<file path="src/rtl/pr_pkg.sv">
// Shared definitions for the generic pipeline stage register: state encoding
// (which doubles as the occupancy count) and the all-zero NOP control word.
package pr_pkg;

    typedef enum logic [1:0] {
        PR_ST_EMPTY = 2'd0,
        PR_ST_FULL  = 2'd1,
        PR_ST_SKID  = 2'd2
    } pr_state_e;

    // Wide enough for any control bundle; users slice it to CTRL_WIDTH.
    localparam int PR_CTRL_MAX_WIDTH = 1024;
    localparam logic [PR_CTRL_MAX_WIDTH-1:0] PR_CTRL_NOP = '0;

endpackage

</file>
<file path="src/rtl/pr_stall_counter.sv">
// Saturating stall-cycle counter: counts enabled cycles, sticks at all-ones,
// cleared only by the asynchronous reset.
module pr_stall_counter #(
    parameter int CNT_WIDTH = 16
) (
    input  logic                 clk,
    input  logic                 rst,
    input  logic                 inc_en,
    output logic [CNT_WIDTH-1:0] count
);

    // NOTE: sequential state uses non-blocking assignments so every flop
    // samples the pre-edge values of its neighbours.
    always_ff @(posedge clk or posedge rst) begin
        if (rst) begin
            count <= '0;
        end else if (inc_en && (count != '1)) begin
            count <= count + CNT_WIDTH'(1);
        end
    end

endmodule

</file>
<file path="src/rtl/pr_stage_generic.sv">
// Generic valid/ready pipeline stage register with flush and stall counter.
// Build option PR_STAGE_SKID_EN adds a second (skid) entry and a registered IN_READY.
module pr_stage_generic
    import pr_pkg::*;
#(
    parameter int DATA_WIDTH = 160,
    parameter int CTRL_WIDTH = 16,
    parameter int CNT_WIDTH  = 16
) (
    input  logic                  CLK,
    input  logic                  RESET,
    input  logic                  IN_VALID,
    output logic                  IN_READY,
    input  logic [DATA_WIDTH-1:0] IN_DATA,
    input  logic [CTRL_WIDTH-1:0] IN_CTRL,
    output logic                  OUT_VALID,
    input  logic                  OUT_READY,
    output logic [DATA_WIDTH-1:0] OUT_DATA,
    output logic [CTRL_WIDTH-1:0] OUT_CTRL,
    input  logic                  FLUSH,
    output logic [1:0]            OCCUPANCY,
    output logic [CNT_WIDTH-1:0]  STALL_CYCLES
);

    localparam logic [CTRL_WIDTH-1:0] NOP = PR_CTRL_NOP[CTRL_WIDTH-1:0];

    pr_state_e             state;
    logic [DATA_WIDTH-1:0] main_data;
    logic [CTRL_WIDTH-1:0] main_ctrl;
    logic                  ready;
    logic                  accept;
    logic                  emit;

`ifdef PR_STAGE_SKID_EN
    logic [DATA_WIDTH-1:0] skid_data;
    logic [CTRL_WIDTH-1:0] skid_ctrl;
    logic                  ready_q;

    // Registered ready breaks the OUT_READY -> IN_READY combinational chain.
    assign ready = ready_q;
`else
    assign ready = (state == PR_ST_EMPTY) || OUT_READY;
`endif

    assign OUT_VALID = (state != PR_ST_EMPTY);
    assign accept    = IN_VALID && ready;
    assign emit      = OUT_VALID && OUT_READY;
    assign IN_READY  = ready;
    assign OUT_DATA  = main_data;
    assign OUT_CTRL  = main_ctrl;
    assign OCCUPANCY = state;

    always_ff @(posedge CLK or posedge RESET) begin
        if (RESET) begin
            // NOTE: the data registers are reset too, so OUT_DATA is defined
            // before the first bundle ever arrives.
            state     <= PR_ST_EMPTY;
            main_data <= '0;
            main_ctrl <= NOP;
`ifdef PR_STAGE_SKID_EN
            skid_data <= '0;
            skid_ctrl <= NOP;
            ready_q   <= 1'b1;
`endif
        end else if (FLUSH) begin
            // Squash drops held bundles and any simultaneous incoming one.
            state     <= PR_ST_EMPTY;
            main_ctrl <= NOP;
`ifdef PR_STAGE_SKID_EN
            skid_ctrl <= NOP;
            ready_q   <= 1'b1;
`endif
        end else begin
            case (state)
                PR_ST_EMPTY: begin
                    if (accept) begin
                        main_data <= IN_DATA;
                        main_ctrl <= IN_CTRL;
                        state     <= PR_ST_FULL;
                    end
                end
                PR_ST_FULL: begin
                    if (accept && emit) begin
                        main_data <= IN_DATA;
                        main_ctrl <= IN_CTRL;
`ifdef PR_STAGE_SKID_EN
                    end else if (accept) begin
                        skid_data <= IN_DATA;
                        skid_ctrl <= IN_CTRL;
                        state     <= PR_ST_SKID;
                        ready_q   <= 1'b0;
`endif
                    end else if (emit) begin
                        main_ctrl <= NOP;
                        state     <= PR_ST_EMPTY;
                    end
                end
`ifdef PR_STAGE_SKID_EN
                PR_ST_SKID: begin
                    if (emit) begin
                        main_data <= skid_data;
                        main_ctrl <= skid_ctrl;
                        skid_ctrl <= NOP;
                        state     <= PR_ST_FULL;
                        ready_q   <= 1'b1;
                    end
                end
`endif
                default: begin
                    main_ctrl <= NOP;
                    state     <= PR_ST_EMPTY;
                end
            endcase
        end
    end

    pr_stall_counter #(
        .CNT_WIDTH(CNT_WIDTH)
    ) u_stall_counter (
        .clk   (CLK),
        .rst   (RESET),
        .inc_en(OUT_VALID && !OUT_READY),
        .count (STALL_CYCLES)
    );

endmodule
</file>
<file path="config.mk">
export PLATFORM = sky130hd
export DESIGN_NAME = pr_stage_generic
export DESIGN_NICKNAME = d
export VERILOG_FILES = /design/src/rtl/pr_pkg.sv /design/src/rtl/pr_stall_counter.sv /design/src/rtl/pr_stage_generic.sv
export SDC_FILE = /design/constraint.sdc
export NUM_CORES = 1
export LEC_CHECK = 0
export CAP_MARGIN = 20
export CORE_AREA = 2 2 148 150
export CTS_CLUSTER_SIZE = 14
export DETAILED_ROUTE_END_ITERATION = 12
export DIE_AREA = 0 0 150 152
export PLACE_DENSITY = 0.78
export SLEW_MARGIN = 0
export SYNTH_ARGS = -nofsm -noshare
export SYNTH_HDL_FRONTEND = slang
export SYNTH_SLANG_ARGS = --single-unit
</file>
<file path="constraint.sdc">
create_clock -name CLK -period 8.35 [get_ports CLK]
set_input_delay 0.835 -clock CLK [delete_from_list [all_inputs] [get_ports CLK]]
set_output_delay 0.835 -clock CLK [all_outputs]
set_load 0.02 [all_outputs]
</file>
; ---- After elaboration in Yosys (flattened, before gate mapping)
; Index checks and enable logic that the tools add are counted.
[op_classes]
n_eq_ne = 8
bitwise_logic = 1
n_reduce_logical = 13
n_addsub = 1
n_mux = 13
[ops]
columns = operator, count
row1 = $mux W160, 2
row2 = $pmux W160 S2, 1
row3 = $mux W16, 4
row4 = $pmux W16 S2, 1
row5 = $add A16 B1 Y16 const B, 1
row6 = $ne A16 B16 Y1 const B, 1
row7 = $ne A3 B3 Y1 const B, 3
row8 = $mux W2, 4
row9 = $logic_and A1 B1 Y1, 5
row10 = $ne A2 B2 Y1 const B, 2
row11 = $ne A4 B4 Y1 const B, 1
row12 = $pmux W2 S2, 1
row13 = $reduce_and A4 Y1, 1
row14 = $reduce_bool A2 Y1, 2
row15 = $reduce_and A3 Y1, 1
row16 = $eq A2 B1 Y1 const B, 1
row17 = $logic_not A2 Y1, 1
row18 = $reduce_and A2 Y1, 1
row19 = $logic_not A1 Y1, 1
row20 = $logic_or A1 B1 Y1, 1
row21 = $not A1 Y1, 1
[word_totals]
out_inout_bits = 196
register_bits = 194
input_bits = 181
elab_cells = 40

; ---- Longest topological paths before layout
; Gate-level depths: netlist (run 1).
[depth]
ltp_word = 7
ltp_mapped = 6
mapped_depth_nobuf = 5

; ---- By module
; From an unflattened synthesis (run 1), not the netlist that was laid out.
[unflattened]
cells_unflattened = 493
area_unflattened_um2 = 7691.1
[modules_own_cells]
columns = mod, area_per_inst_um2, instances, seq_area_each_um2, cells_per_inst
row1 = pr_stage_generic, 6885.4, 1, 4429.2, 422
row2 = pr_stall_counter, 805.8, 1, 400.4, 71

; ---- Least setup slack after synthesis (run 1)
; OpenSTA, ideal clock, no wires.
[synth_timing]
path_type = in2reg
from = in OUT_READY
to = reg u_stall_counter.count[14]
slack_ns = 6.166
arrival_time_ns = 2.059
path_stages = 6
required_time_ns = 8.225
path_buffers = 1
setup_time_ns = 0.125
path_cell_list = nor2b_2 -> buf_6 -> inv_1 -> or3_4 -> nor3_2 -> mux2_2
[synth_via]
elab_chain_cells = 3
[synth_rtl]
columns = item, line
row1 = from (decl), pr_stage_generic.sv:17  ; input logic OUT_READY,
row2 = $logic_not A1 Y1, pr_stage_generic.sv:122  ; .inc_en(OUT_VALID && !OUT_READY),
row3 = $logic_and A1 B1 Y1, pr_stage_generic.sv:122
row4 = $logic_and A1 B1 Y1, pr_stall_counter.sv:17  ; end else if (inc_en && (count != '1)) begin
row5 = to (signal assigned), pr_stall_counter.sv:18  ; count <= count + CNT_WIDTH'(1);
row6 = to (decl), pr_stall_counter.sv:9  ; output logic [CNT_WIDTH-1:0] count
; Every way passes these cells.
; A chain may end at the register's enable or synchronous reset.

; ---- Worst setup path after layout (run 1)
[layout_timing]
from = in OUT_READY
to = reg main_data[48], in the netlist OUT_DATA[48]
[layout_via]
elab_chain_cells = 5
elab_cells_between_ends = 7
cone_classes = eq/ne: 2 / reduce/logical: 5
[layout_rtl]
columns = item, line
row1 = $logic_or A1 B1 Y1, pr_stage_generic.sv:42  ; assign ready = (state == PR_ST_EMPTY) || OUT_READY;
row2 = $logic_and A1 B1 Y1, pr_stage_generic.sv:46  ; assign accept = IN_VALID && ready;
row3 = $logic_and A1 B1 Y1, pr_stage_generic.sv:83  ; if (accept && emit) begin
row4 = $ne A2 B2 Y1 (no line), --
row5 = $reduce_and A4 Y1 (no line) *, --
row6 = to (signal assigned), pr_stage_generic.sv:58  ; main_data <= '0;
row7 = to (signal assigned), pr_stage_generic.sv:77  ; main_data <= IN_DATA;
row8 = to (signal assigned), pr_stage_generic.sv:84  ; main_data <= IN_DATA;
row9 = to (decl), pr_stage_generic.sv:28  ; logic [DATA_WIDTH-1:0] main_data;
; Every way passes the cells marked *; elsewhere a longest branch is shown, timed or not.

==> results of run 1 <==
-- final timing paths --
check / endpoint / slack, ns / depth (start not counted)
min: OUT_DATA[135] / 0.48 / 1
min in group asynchronous: u_stall_counter.count[15] / 0.96 / 2
max reg2reg: OUT_DATA[48] / 5.41 / 4
max: OUT_DATA[48] / 5.08 / 5
max in group asynchronous: OUT_CTRL[12] / 6.27 / 4
min reg2reg: OUT_DATA[135] / 0.48 / 1
-- per-layer routing --
| layer | vias to the layer above | part of all wire [%] | track usage [%] |
|---|---|---|---|
| met5 | - | 0 | 0 |
| met4 | 0 | 1.3 | 5.21 |
| met3 | 20 | 8.6 | 5.83 |
| met2 | 216 | 51 | 29.6 |
| met1 | 2553 | 39 | 20.5 |
| li1 | 2387 | - | - |
-- synth_stat cells --
cell / count
nor3b_1: 2
and2_1: 1
a41oi_1: 1
and3_1: 2
a22o_1: 16
nor2_1: 14
nand3_1: 3
buf_4: 5
dfrtp_1: 193
nor3_2: 2
nand4_2: 1
nor3_1: 3
nand2b_1: 1
nor4_1: 2
ha_1: 1
nor4_4: 1
xor2_1: 8
buf_6: 13
nor2b_2: 1
and4b_1: 1
a21oi_1: 1
nor3b_4: 1
mux2_2: 39
o31ai_1: 1
xnor2_1: 2
conb_1: 1
or3_4: 1
inv_1: 3
and4_1: 1
clkbuf_1: 1
a31oi_1: 2
buf_2: 4
nand4_1: 3
nand2_1: 5
mux2_1: 124
-- cells by family (layout without fill, tap and decap cells) --
logic type      count (synthesis)  in the layout  synth area share (%)
flops                         193            193                  64.9
mux                           163            163                  24.7
simple gates                   45             45                  3.81
buf+inv                        26            414                  2.94
compound gates                 21             21                  2.34
xor+xnor                       10             10                  1.18
fa+ha+maj                       1              1                 0.168
other cells                     1              1                0.0504
-- per-stage QoR --
step | hold WS [ns] | util (%) | area, sq um | setup slack, ns
floorplan | 0.607 | - | 7450 | 2.26
CTS | 0.489 | 56.0 | 12000 | 5.06
global route | 0.499 | 56.1 | 12000 | 4.92
finish | 0.483 | 56.1 | 12000 | 5.08
global placement | 0.466 | 53.3 | 11400 | 4.65
detailed placement | 0.474 | 53.3 | 11400 | 4.62
-- cell type report --
cell class | count | area share [%]
Multi-Input combinational cell | 241 | 20.0
Inverter | 3 | 0.157
Tap cell | 280 | 2.92
Clock buffer | 18 | 3.58
Clock inverter | 13 | 1.22
Sequential cell | 193 | 40.3
Timing Repair Buffer | 380 | 31.8
-- state kept, by name, indices dropped and copies added (netlist names) --
signal and count:
OUT_CTRL 16, OUT_DATA 160, OCCUPANCY 1, u_stall_counter.count 16
-- cells in the final DEF (no fill, tap or decap), types with 2 or more instances in the layout --
master             n
xor2_1             8
nor4_1             2
clkinv_4           2
and3_1             2
nand4_1            3
xnor2_1            2
nand2_1            5
dfrtp_1          193
mux2_2            39
nor3_1             3
clkdlybuf4s50_1  375
a22o_1            16
nor3b_1            2
buf_4              4
clkbuf_16         17
inv_1              2
nand3_1            3
inv_8              4
clkinvlp_4         3
nor3_2             2
mux2_1           124
nor2_1            14
inv_6              3
a31oi_1            2
-- critical path: cells and delay by family --
family                 cells  cell delay [ns]
buffers and inverters      2             1.38
and+or+nand+nor            2             0.86
muxes                      1             0.40
-- where the power goes --
group,switching (uW),total [uW],internal (uW),leakage [uW]
combinational,360,780,420,0.00238
sequential,85.0,1170,1080,0.00232
clock,381,804,423,0.000272
total,827,2750,1920,0.00497
==> qor.csv, run 1 <==
stage;metric;value;unit
critical_path;Crit. Startpoint;OUT_READY;
finish;nets;1018;
synthesis;post-synthesis register bit count;193;
floorplan;io pins;377;
critical_path;Crit Reg-Reg Startpoint;OCCUPANCY[0];
global_route;largest net degree at the start of global routing;115;
floorplan;Initial Util;34.9;%
floorplan;Die Wd;150;microns
critical_path;Worst setup SP type;input pin;
sta;Final setup viols;0;
synthesis;Post-Syn Area per Cell;16.2;sq um
pwr;PwrDens;230;mW/mm^2
global_route;vias in the first global route;5418;
synthesis;synth warn;0;
clock_tree;CTS Buf Count;17;
floorplan;Core Footprint;0.0214;sq mm
synthesis;Netlist cell types;35;
synthesis;largest area contributor in the netlist;dfrtp_1;
sta;Max Slew Vio Count;0;
critical_path;CP Class;input pin to flip-flop;
clock_tree;clk sinks;193;
detailed_routing;DRT iter0 DRCs;150;
clock_tree;CTS tree;done;
sta;total negative setup slack;0;ns
global_route;Overflow after GRT;0;
placement;placed insts;1096;
floorplan;Die Y;152;microns
finish;fillers;1784;
sta;Max-slew headroom;27.6;%
detailed_routing;vias per cell;4.59;
synthesis;Mapped Area;0.00745;sq mm
detailed_routing;Residual DRC;0;
critical_path;crit-path cells;clkdlybuf4s50_1 -> nor2b_2 -> nor3b_4 -> buf_4 -> mux2_1;
floorplan;Site Rows;54;
sta;RSZ-0062 raised after global routing;no;
critical_path;Critical Path Sink Type;flip-flop;
synthesis;syn_nets;642;
placement;DP HPWL;14800;microns
pwr;Power, Total;2750;uW
sta;Worst Tran Pin Value;1.09;ns
run_status;status;complete, no violations;
detailed_routing;DRT Pass-1 Iters;5;
floorplan;Die Area;0.0228;sq mm
critical_path;Worst Path Arrival;3.57;ns
pwr;Pleak;0.00497;uW
clock_tree;CTS root buffer;clkbuf_16;
clock_tree;setup bufs post-CTS;0;
finish;ant diodes;0;
sta;post-layout minimum cycle time;3.27;ns
critical_path;CP required;8.65;ns
sta;final worst-path cycle share;39.2;%
placement;port bufs;375;
worst_hold_path;worst hold start;OUT_DATA[135];
detailed_routing;drt wl/cell;17.6;microns
pwr;worst vdd ir;121;uV
clock_tree;Max Buffers Root-to-Sink;2;
finish;layout cell share with drive strength beyond 1;9.67;%
critical_path;Worst path max stage delay;0.91;ns
finish;Multi-input gate area;0.00240;sq mm
finish;area delta synth->final;60.9;%
critical_path;CP max stage cell;buf_4;
finish;Finished Layout Cells;1128;
sta;Final Hold Viols;0;
detailed_routing;via count;5176;
clock_tree;clk slew on worst S/H paths;0.07;ns
synthesis;synth top area cells;dfrtp_1 (65%), mux2_1 (19%), mux2_2 (5.9%), buf_6 (2.0%), a22o_1 (1.9%);
synthesis;cell count after synthesis;460;
worst_hold_path;worst hold path type;flip-flop to flip-flop;
global_route;initial antenna violation count;0;
clock_tree;H-tree Lvls;4;
placement;gpl congestion;0.833;
synthesis;area fraction of the dominant cell type after synthesis;64.9;%
synthesis;post-synthesis sequential area ratio;64.9;%
detailed_routing;final WL;19900;microns
critical_path;crit-path max FO;84;
global_route;first-pass GRT wire length;30500;microns
clock_tree;post-CTS sizing;0;
finish;Storage cell area;0.00483;sq mm
sta;Worst Skew;0.0180;ns
clock_tree;worst skew pair latency;0.42;ns
flow_run;maxcap violations;0;
clock_tree;hold_buf cts;0;
detailed_routing;ANT nets after route;0;
sta;Fmax;305;MHz
global_route;All-Layer GR Usage;17.3;%
Power figures use the tool's default switching activity.
==> run 2: changes to the inputs <==
Settings changed: CORE_AREA 2 2 148 150 to default, CORE_MARGIN from default to 2, CORE_UTILIZATION from default to 36, DIE_AREA 0 0 150 152 to default, PLACE_DENSITY 0.78 to 0.82.
Clock period 8.35 ns to 2.93 ns, I/O delays scaled along.
==> run 2 against run 1 <==
Final area is 0.30% higher. Via count is 1.7% higher. Worst hold slack worse by 0.22 ns. Wire length is 1.8% higher. Setup slack worse by 4.4 ns. Global-route usage is 1.0 points higher. Critical endpoint is now IN_READY. Highest routed layer unchanged.
==> qor.csv, run 2 (synthesized netlist as in run 1, its figures left out) <==
stage;metric;value;unit;change
pwr;worst vdd ir;373;uV;+210%
placement;gpl congestion;0.800;;-3.9%
sta;WHS;0.267;ns;-0.216 ns
sta;Max Slew Vio Count;0;;unchanged
critical_path;crit-path max FO;8;;-90%
sta;post-layout minimum cycle time;2.25;ns;
sta;Fmax;445;MHz;
floorplan;io pins;377;;unchanged
finish;ant diodes;0;;unchanged
sta;total negative setup slack;0;ns;unchanged
detailed_routing;DRT iter0 DRCs;149;;-0.67%
finish;fillers;1594;;-11%
floorplan;Initial Util;36.8;%;+1.9 points
flow_run;maxcap violations;0;;unchanged
sta;final worst slack;0.681;ns;-4.39 ns
clock_tree;Max Buffers Root-to-Sink;2;;unchanged
global_route;largest net degree at the start of global routing;99;;-14%
clock_tree;worst skew pair latency;0.43;ns;about the same
detailed_routing;final WL;20200;microns;+1.8%
pwr;Power, Total;7820;uW;+180%
global_route;vias in the first global route;5600;;+3.4%
sta;Max-slew headroom;63.1;%;+35 points
sta;RSZ-0062 raised after global routing;no;;
finish;layout cell share with drive strength beyond 1;10.1;%;+0.44 points
clock_tree;post-CTS sizing;0;;unchanged
finish;cell area after layout;0.0120;sq mm;+0.30%
global_route;initial antenna violation count;0;;unchanged
global_route;met3 Usage GRT;6.57;%;+0.75 points
pwr;Pleak;0.00500;uW;+0.50%
pwr;PwrDens;651;mW/mm^2;+180%
critical_path;Critical Path Sink Type;output port;;
clock_tree;hold_buf cts;0;;unchanged
placement;port bufs;375;;unchanged
critical_path;Worst Path Arrival;1.96;ns;-1.61 ns
floorplan;Die Y;148;microns;-2.8%
finish;Storage cell area;0.00483;sq mm;unchanged
critical_path;CP required;2.64;ns;-6.01 ns
detailed_routing;vias per cell;4.70;;+2.4%
sta;Final setup viols;0;;unchanged
placement;DP HPWL;15000;microns;+1.1%
placement;Post-Place Setup Slack;0.727;ns;-3.89 ns
finish;most frequent cells in the layout;clkdlybuf4s50_1 (375), dfrtp_1 (193), mux2_1 (124);;
placement;area of placed instances;0.0115;sq mm;+0.67%
floorplan;Die Wd;148;microns;-1.5%
detailed_routing;via count;5266;;+1.7%
global_route;Overflow after GRT;0;;unchanged
finish;area delta synth->final;61.4;%;
sta;Worst Skew;0.0121;ns;-0.00586 ns
detailed_routing;ANT nets after route;0;;unchanged
global_route;met1 Track Usage GR;21.6;%;+1.1 points
global_route;All-Layer GR Usage;18.3;%;+1.0 points
sta;final worst-path cycle share;76.8;%;
floorplan;Die Area;0.0218;sq mm;-4.2%
clock_tree;setup bufs post-CTS;0;;unchanged
detailed_routing;Residual DRC;0;;unchanged
finish;max FFs per register;160;;unchanged
critical_path;Worst setup SP type;flip-flop;;
sta;Final Hold Viols;0;;unchanged
global_route;global route hottest layer;met2;;
critical_path;CP Class;flip-flop to output port;;
finish;Multi-input gate area;0.00240;sq mm;unchanged
worst_hold_path;worst hold path type;input pin to async pin;;
clock_tree;CTS tree;done;;
global_route;first-pass GRT wire length;30900;microns;+1.2%
detailed_routing;DRT Pass-1 Iters;4;;-1
clock_tree;H-tree Lvls;4;;unchanged
finish;commonest non-fill, non-tap cell in the layout;clkdlybuf4s50_1;;
clock_tree;clk slew on worst S/H paths;0.07;ns;about the same
clock_tree;clk sinks;193;;unchanged
finish;nets;1021;;+0.29%
floorplan;Site Rows;52;;-3.7%
global_route;met2 Usage GRT;31.9;%;+2.4 points
detailed_routing;drt wl/cell;18.0;microns;+2.4%
clock_tree;CTS root buffer;clkbuf_16;;
run_status;status;complete, no violations;;
floorplan;Core Footprint;0.0202;sq mm;-5.2%
clock_tree;CTS Buf Count;17;;unchanged
sta;Worst Tran Pin Value;0.553;ns;-0.533 ns
-- run 2: layer usage --
| layer | vias up | part of all wire [%] |
|---|---|---|
| met5 | - | 0 |
| met1 | 2623 | 39 |
| met3 | 22 | 8.6 |
| li1 | 2385 | - |
| met2 | 236 | 50 |
| met4 | 0 | 1.5 |
-- run 2: worst paths after layout --
| kind | to | from | slack, ns | cells after the start |
|---|---|---|---|---|
| max in group asynchronous | OUT_DATA[85] | RESET | 1.76 | 3 |
| max reg2reg | OUT_DATA[139] | OCCUPANCY[0] | 0.94 | 5 |
| max | IN_READY | OCCUPANCY[0] | 0.68 | 3 |
| min reg2reg | OUT_DATA[42] | OUT_DATA[42] | 0.48 | 1 |
| min | OUT_DATA[12] | RESET | 0.27 | 2 |
| min in group CLK | OUT_DATA[95] | IN_DATA[95] | 0.46 | 2 |
-- run 2: worst max-delay path: stages (launching register included) --
cell             delay (ns)
dfrtp_1                0.42
nor2b_2                0.37
inv_1                  0.16
clkdlybuf4s50_1        0.58
-- run 2: cell type report --
type                       instances  share of cell area [%]
clock buffer                      18                    3.65
sequential                       193                    40.2
multi-input combinational        241                    19.9
timing repair buffer             383                    32.3
clock inverter                    13                    1.03
inverter                           3                   0.125
tap                              270                    2.81
-- run 2: metrics by stage --
stage,cells,util [%]
after global routing,1121,59.4
after global placement,1090,56.6
after CTS,1121,59.4
after detailed placement,1090,56.6
final,1121,59.4
after floorplan,460,-
-- run 2: power breakdown --
group / internal [uW] / switching (uW)
sequential: 3080 / 246
combinational: 1200 / 1050
clock: 1140 / 1100
total: 5430 / 2390
